**config.mk**
```make
export PLATFORM = sky130hd
export DESIGN_NAME = pacman_mover
export DESIGN_NICKNAME = d
export VERILOG_FILES = /design/src/rtl/pacman_mover.sv
export SDC_FILE = /design/constraint.sdc
export NUM_CORES = 1
export LEC_CHECK = 0
export ABC_AREA = 1
export CAP_MARGIN = 5
export CORE_UTILIZATION = 52
export CTS_BUF_LIST = sky130_fd_sc_hd__clkbuf_8
export DETAILED_ROUTE_END_ITERATION = 8
export PLACE_DENSITY = 0.72
export SYNTH_ARGS = -nofsm -noshare
export SYNTH_HDL_FRONTEND = slang
export SYNTH_SLANG_ARGS = --single-unit
```
**constraint.sdc**
```tcl
create_clock -name clk_10 -period 8.74 [get_ports clk_10]
set_clock_uncertainty 0.2 [all_clocks]
set_input_delay 1.748 -clock clk_10 [delete_from_list [all_inputs] [get_ports clk_10]]
set_output_delay 1.748 -clock clk_10 [all_outputs]
set_load 0.005 [all_outputs]
```
**src/rtl/pacman_mover.sv**
```systemverilog
// Pac-Man player mover: turns debounced buttons into maze-constrained moves on the slow
// clock and sequences the death, respawn and game-over flow driven by the ghost's p_dead.
module pacman_mover #(
  parameter int STEP        = 2,
  parameter int SPAWN_X     = 330,
  parameter int SPAWN_Y     = 380,
  parameter int LIVES       = 3,
  parameter int DEATH_TICKS = 16,
  parameter int SPRITE      = 20
) (
  input  logic       clk_10,
  input  logic       rst,
  input  logic       clk_s,
  input  logic       btn_u,
  input  logic       btn_d,
  input  logic       btn_l,
  input  logic       btn_r,
  input  logic       p_dead,
  output logic [9:0] x_reg,
  output logic [9:0] y_reg,
  output logic [1:0] dir,
  output logic [1:0] lives,
  output logic       dying,
  output logic       game_over,
  output logic       ghost_rst
);

  localparam int CW = (DEATH_TICKS > 1) ? $clog2(DEATH_TICKS) : 1;

  typedef enum logic [2:0] {ALIVE, DYING, RESPAWN, WAIT_CLR, GAME_OVER} state_t;

  state_t        state;
  logic [CW-1:0] death_cnt;
  logic [1:0]    s_sync;
  logic          s_prev;
  logic          tick;

  logic       req_valid, req_ok, dir_ok, do_move;
  logic [1:0] req_dir, step_dir;
  logic [9:0] nx_next, ny_next;

  // Strict overlap of the sprite box at (nx, ny) with one wall rectangle.
  function automatic logic hits(input logic [10:0] nx, input logic [10:0] ny,
                                input int l, input int r, input int t, input int b);
    return (11'(l) < nx + 11'(SPRITE)) && (nx < 11'(r)) &&
           (11'(t) < ny + 11'(SPRITE)) && (ny < 11'(b));
  endfunction

  function automatic logic move_blocked(input logic [1:0] d, input logic [9:0] x,
                                        input logic [9:0] y);
    logic [10:0] nx;
    logic [10:0] ny;
    logic        under;
    nx    = {1'b0, x};
    ny    = {1'b0, y};
    under = 1'b0;
    case (d)
      2'b00: begin
        under = (y < 10'(STEP));
        ny    = ny - 11'(STEP);
      end
      2'b01: ny = ny + 11'(STEP);
      2'b10: begin
        under = (x < 10'(STEP));
        nx    = nx - 11'(STEP);
      end
      default: nx = nx + 11'(STEP);
    endcase
    return under || (nx < 11'd70) || (nx + 11'(SPRITE) > 11'd580) ||
           (ny < 11'd70) || (ny + 11'(SPRITE) > 11'd410) ||
           hits(nx, ny, 260, 400, 240, 260) || hits(nx, ny, 110, 210, 110, 130) ||
           hits(nx, ny, 440, 540, 110, 130) || hits(nx, ny, 110, 210, 350, 370) ||
           hits(nx, ny, 440, 540, 350, 370) || hits(nx, ny, 180, 200, 160, 280) ||
           hits(nx, ny, 500, 520, 160, 280);
  endfunction

  // clk_s crosses domains through two flops; the rise becomes a one-cycle tick.
  always_ff @(posedge clk_10 or posedge rst) begin
    if (rst) begin
      s_sync <= 2'b00;
      s_prev <= 1'b0;
    end else begin
      s_sync <= {s_sync[0], clk_s};
      s_prev <= s_sync[1];
    end
  end

  assign tick = s_sync[1] & ~s_prev;

  always_comb begin
    req_valid = btn_u | btn_d | btn_l | btn_r;
    req_dir   = btn_u ? 2'b00 : btn_d ? 2'b01 : btn_l ? 2'b10 : 2'b11;
    req_ok    = req_valid && !move_blocked(req_dir, x_reg, y_reg);
    dir_ok    = !move_blocked(dir, x_reg, y_reg);
    do_move   = req_ok || dir_ok;
    step_dir  = req_ok ? req_dir : dir;
    nx_next   = x_reg;
    ny_next   = y_reg;
    case (step_dir)
      2'b00:   ny_next = y_reg - 10'(STEP);
      2'b01:   ny_next = y_reg + 10'(STEP);
      2'b10:   nx_next = x_reg - 10'(STEP);
      default: nx_next = x_reg + 10'(STEP);
    endcase
  end

  // Respawn values are loaded on leaving DYING so they are visible during the ghost_rst pulse.
  always_ff @(posedge clk_10 or posedge rst) begin
    if (rst) begin
      state     <= ALIVE;
      death_cnt <= '0;
      x_reg     <= 10'(SPAWN_X);
      y_reg     <= 10'(SPAWN_Y);
      dir       <= 2'b10;
      lives     <= 2'(LIVES);
      dying     <= 1'b0;
      game_over <= 1'b0;
      ghost_rst <= 1'b0;
    end else begin
      case (state)
        ALIVE: begin
          if (p_dead) begin
            lives     <= lives - 2'd1;
            death_cnt <= '0;
            dying     <= 1'b1;
            state     <= DYING;
          end else if (tick && do_move) begin
            x_reg <= nx_next;
            y_reg <= ny_next;
            dir   <= step_dir;
          end
        end
        DYING: begin
          if (tick) begin
            if (death_cnt == CW'(DEATH_TICKS - 1)) begin
              dying <= 1'b0;
              if (lives == 2'd0) begin
                game_over <= 1'b1;
                state     <= GAME_OVER;
              end else begin
                x_reg     <= 10'(SPAWN_X);
                y_reg     <= 10'(SPAWN_Y);
                dir       <= 2'b10;
                ghost_rst <= 1'b1;
                state     <= RESPAWN;
              end
            end else begin
              death_cnt <= death_cnt + 1'b1;
            end
          end
        end
        RESPAWN: begin
          ghost_rst <= 1'b0;
          state     <= WAIT_CLR;
        end
        WAIT_CLR: begin
          if (!p_dead) state <= ALIVE;
        end
        GAME_OVER: begin
          game_over <= 1'b1;
        end
        default: state <= ALIVE;
      endcase
    end
  end

endmodule

```
==> impl_metrics.sql <==
INSERT INTO impl_metrics (metric_group, metric, value, unit) VALUES
('run_status', 'outcome', 'finished, final reports clean', ''),
('critical_path', 'r2r_slack', '4.22', 'ns'),
('synthesis', 'synth_cells', '1045', ''),
('clock_network', 'post-cts-setup-buffers', '0', ''),
('placed_design', 'io_buffers', '32', ''),
('synthesis', 'yosys_register_bits', '35', ''),
('critical_path', 'end_kind', 'flop', ''),
('sta', 'worst-slew-pin-transition', '0.721', 'ns'),
('sta', 'timing.setup.tns', '0', 'ns'),
('synthesis', 'ys.flop_type', 'dfrtp_1', ''),
('clock_network', 'cts.clk_slew.worst_paths', '0.07', 'ns'),
('global_route', 'grt_util_met2', '0.482', ''),
('critical_path', 'setup.worst_path.class', 'input pin to flop', ''),
('clock_network', 'hold_buffer_count_at_cts', '0', ''),
('synthesis', 'sequential_cell_area_fraction_in_the_yosys_report', '0.157', ''),
('clock_network', 'number_of_buffers_added_by_the_clock_tree_synthesis_step', '5', ''),
('finish', 'layout.cells.most_common', 'nand2_1', ''),
('sta', 'finalMaxSlewViolations', '0', ''),
('routing', 'antenna_left', '0', ''),
('global_route', 'grtUsageMet1', '0.421', ''),
('routing', 'drt-vias-per-instance', '5.42', ''),
('critical_path', 'worstSetupStartpointType', 'input pin', ''),
('routing', 'vias', '6495', ''),
('finish', 'fillerInstances', '1146', ''),
('finish', 'antenna-diode-count', '0', ''),
('routing', 'drt_iter0_drc', '575', ''),
('global_route', 'grt_pass1_vias', '5672', ''),
('sta', 'period_minus_slack', '5.75', 'ns'),
('sta', 'maxSlewHeadroom', '0.519', ''),
('placed_design', 'dpl.hpwl', '12800', 'µm'),
('clock_network', 'clock_sink_count', '35', ''),
('finish', 'most-common-layout-cells', 'nand2_1 (389), nand3_1 (141), inv_1 (125)', ''),
('sta', 'finalCritPeriodShare', '0.658', ''),
('global_route', 'number_of_antenna_violations_at_the_first_check_in_global_routing', '0', ''),
('synthesis', 'synth_edf_count', '0', ''),
('sta', 'fmax', '0.174', 'GHz'),
('routing', 'wl_per_cell', '13.4', 'µm'),
('synthesis', 'synth.top_cell.area_share', '0.258', ''),
('sta', 'finalHoldViolCount', '0', ''),
('synthesis', 'syn_area', '0.00567', 'mm²'),
('global_route', 'grt.total_usage', '0.291', ''),
('critical_path', 'worstPathMaxFanout', '16', ''),
('finish', 'flow.area_growth_from_synthesis', '7.79', '%'),
('global_route', 'wire_length_of_the_first_global_routing_pass', '27000', 'µm'),
('routing', 'detail_route.drc_violations', '0', ''),
('clock_network', 'cts.path.max_buffers', '2', ''),
('global_route', 'grt_start_max_net_pins', '36', ''),
('synthesis', 'synth.yosys.warnings', '0', ''),
('routing', 'drtPass1Iterations', '5', ''),
('finish', 'nets', '1079', ''),
('clock_network', 'cts_tree', 'yes', ''),
('global_route', 'top_usage_layer', 'met2', ''),
('min_path', 'hold_path.class', 'flop to flop', ''),
('critical_path', 'arrival', '5.72', 'ns'),
('synthesis', 'netlist.top_cell.by_area', 'nand2_1', ''),
('clock_network', 'clock_tree.htree_level_count', '2', ''),
('placed_design', 'gp_congestion', '0.933', ''),
('floorplanning', 'floorplan.die.width', '106', 'µm'),
('global_route', 'grt.overflow.total', '0', ''),
('synthesis', 'synth-async-reset-ratio', '1.00', ''),
('finish', 'final_layout_size_suffix_gt1_frac', '0.0913', ''),
('flow_run', 'count_of_max_cap_constraint_violations', '0', ''),
('routing', 'wirelength', '16100', 'µm'),
('synthesis', 'synth_cell_type_count', '46', ''),
('finish', 'regArea', '892', 'µm²'),
('synthesis', 'synth_area_leaders', 'nand2_1 (26%), nand3_1 (12%), dfrtp_1 (9.7%)', ''),
('floorplanning', 'die-area', '0.0113', 'mm²'),
('synthesis', 'syn_avg_cell_area', '5.43', 'µm²'),
('clock_network', 'cts_root_buf', 'clkbuf_8', ''),
('floorplanning', 'die_h', '106', 'µm'),
('global_route', 'grt_use_met3', '0.0172', ''),
('floorplanning', 'rows', '37', ''),
('finish', 'multi_input_gate_area_in_the_final_layout', '0.00411', 'mm²'),
('clock_network', 'cts.repair.resized', '0', ''),
('sta', 'report.final.setup_viol', '0', ''),
('critical_path', 'worst-endpoint-required', '8.71', 'ns'),
('floorplanning', 'io-pin-count', '35', ''),
('floorplanning', 'floorplan.initialDensity', '0.542', ''),
('clock_network', 'worst_skew_pair.late_latency', '0.28', 'ns'),
('floorplanning', 'core', '0.0105', 'mm²'),
('sta', 'rsz0062_at_grt', 'no', '');
==> through the flow <==
stage	area, µm²	hold WS (ns)	std cells	util	setup WS, ns
after floorplan	5670	0.131	1046	-	4.17
after global placement	6010	0.134	1190	0.575	2.82
after detailed placement	6010	0.147	1190	0.575	2.73
after CTS	6110	0.162	1198	0.584	3.01
after global routing	6110	0.169	1198	0.584	2.49
final	6110	0.159	1198	0.584	2.99
==> area by class of cell <==
cell class,count,share of cell area
multi-input cells,851,0.673
flip-flops and latches,35,0.146
inverters,135,0.0829
well taps,136,0.0278
clock buffers,7,0.0158
clock inverters,1,0.000614
repair buffers,33,0.0536
==> cell usage after synthesis, drive strengths merged, types with 4 or more instances <==
cell type / n
nor2: 135
dfstp: 13
xor2: 8
inv: 134
nand4: 27
nand2: 407
nand3b: 11
nor3: 7
o21ai: 42
buf: 21
a21oi: 22
o211ai: 6
clkbuf: 4
nand3: 153
ha: 10
dfrtp: 22
==> per-layer routing <==
layer	vias to the layer above	wire length [µm]
met5	-	0
met4	0	153
met3	16	943
met2	212	7330
met1	2887	7630
li1	3380	-
==> kinds of logic after synthesis <==
| group | Yosys count | share of synthesized area |
|---|---|---|
| adder cells (fa/ha/maj) | 10 | 0.0221 |
| AND/OR/NAND/NOR | 746 | 0.603 |
| XOR/XNOR | 9 | 0.0139 |
| buffers and inverters | 160 | 0.118 |
| AO/OA/AOI/OAI | 83 | 0.0836 |
| other | 1 | 0.000661 |
| multiplexers | 1 | 0.00177 |
| flip-flops | 35 | 0.157 |
==> path summary, 6_finish.rpt <==
check                      startpoint   endpoint  cells after the start
hold / removal              s_sync[0]  s_sync[1]                      0
setup / recovery                btn_u   x_reg[2]                     21
setup reg to reg             y_reg[1]   x_reg[2]                     29
max in group asynchronous         rst   lives[0]                      3
min in group asynchronous         rst   x_reg[9]                      3
hold reg to reg             s_sync[0]  s_sync[1]                      0
==> worst max-delay path: stages <==
cell	delay [ns]
clkdlybuf4s50_1	0.70
nor2_4	0.48
nand2_1	0.17
nor2_1	0.13
nor2_1	0.06
and2_1	0.16
ha_1	0.31
a21oi_1	0.21
nand3_1	0.14
a21oi_1	0.14
nand2_1	0.07
o21ai_0	0.16
nand2_1	0.07
nand2_1	0.06
nor2_1	0.06
nor2_4	0.18
nand4_1	0.21
nand3_2	0.17
nand4_2	0.28
nand2_1	0.14
o21ai_1	0.07
Power is left out: the tool's default activity adds up to more than one toggle a clock period on the data nets, which glitch-free logic cannot reach.
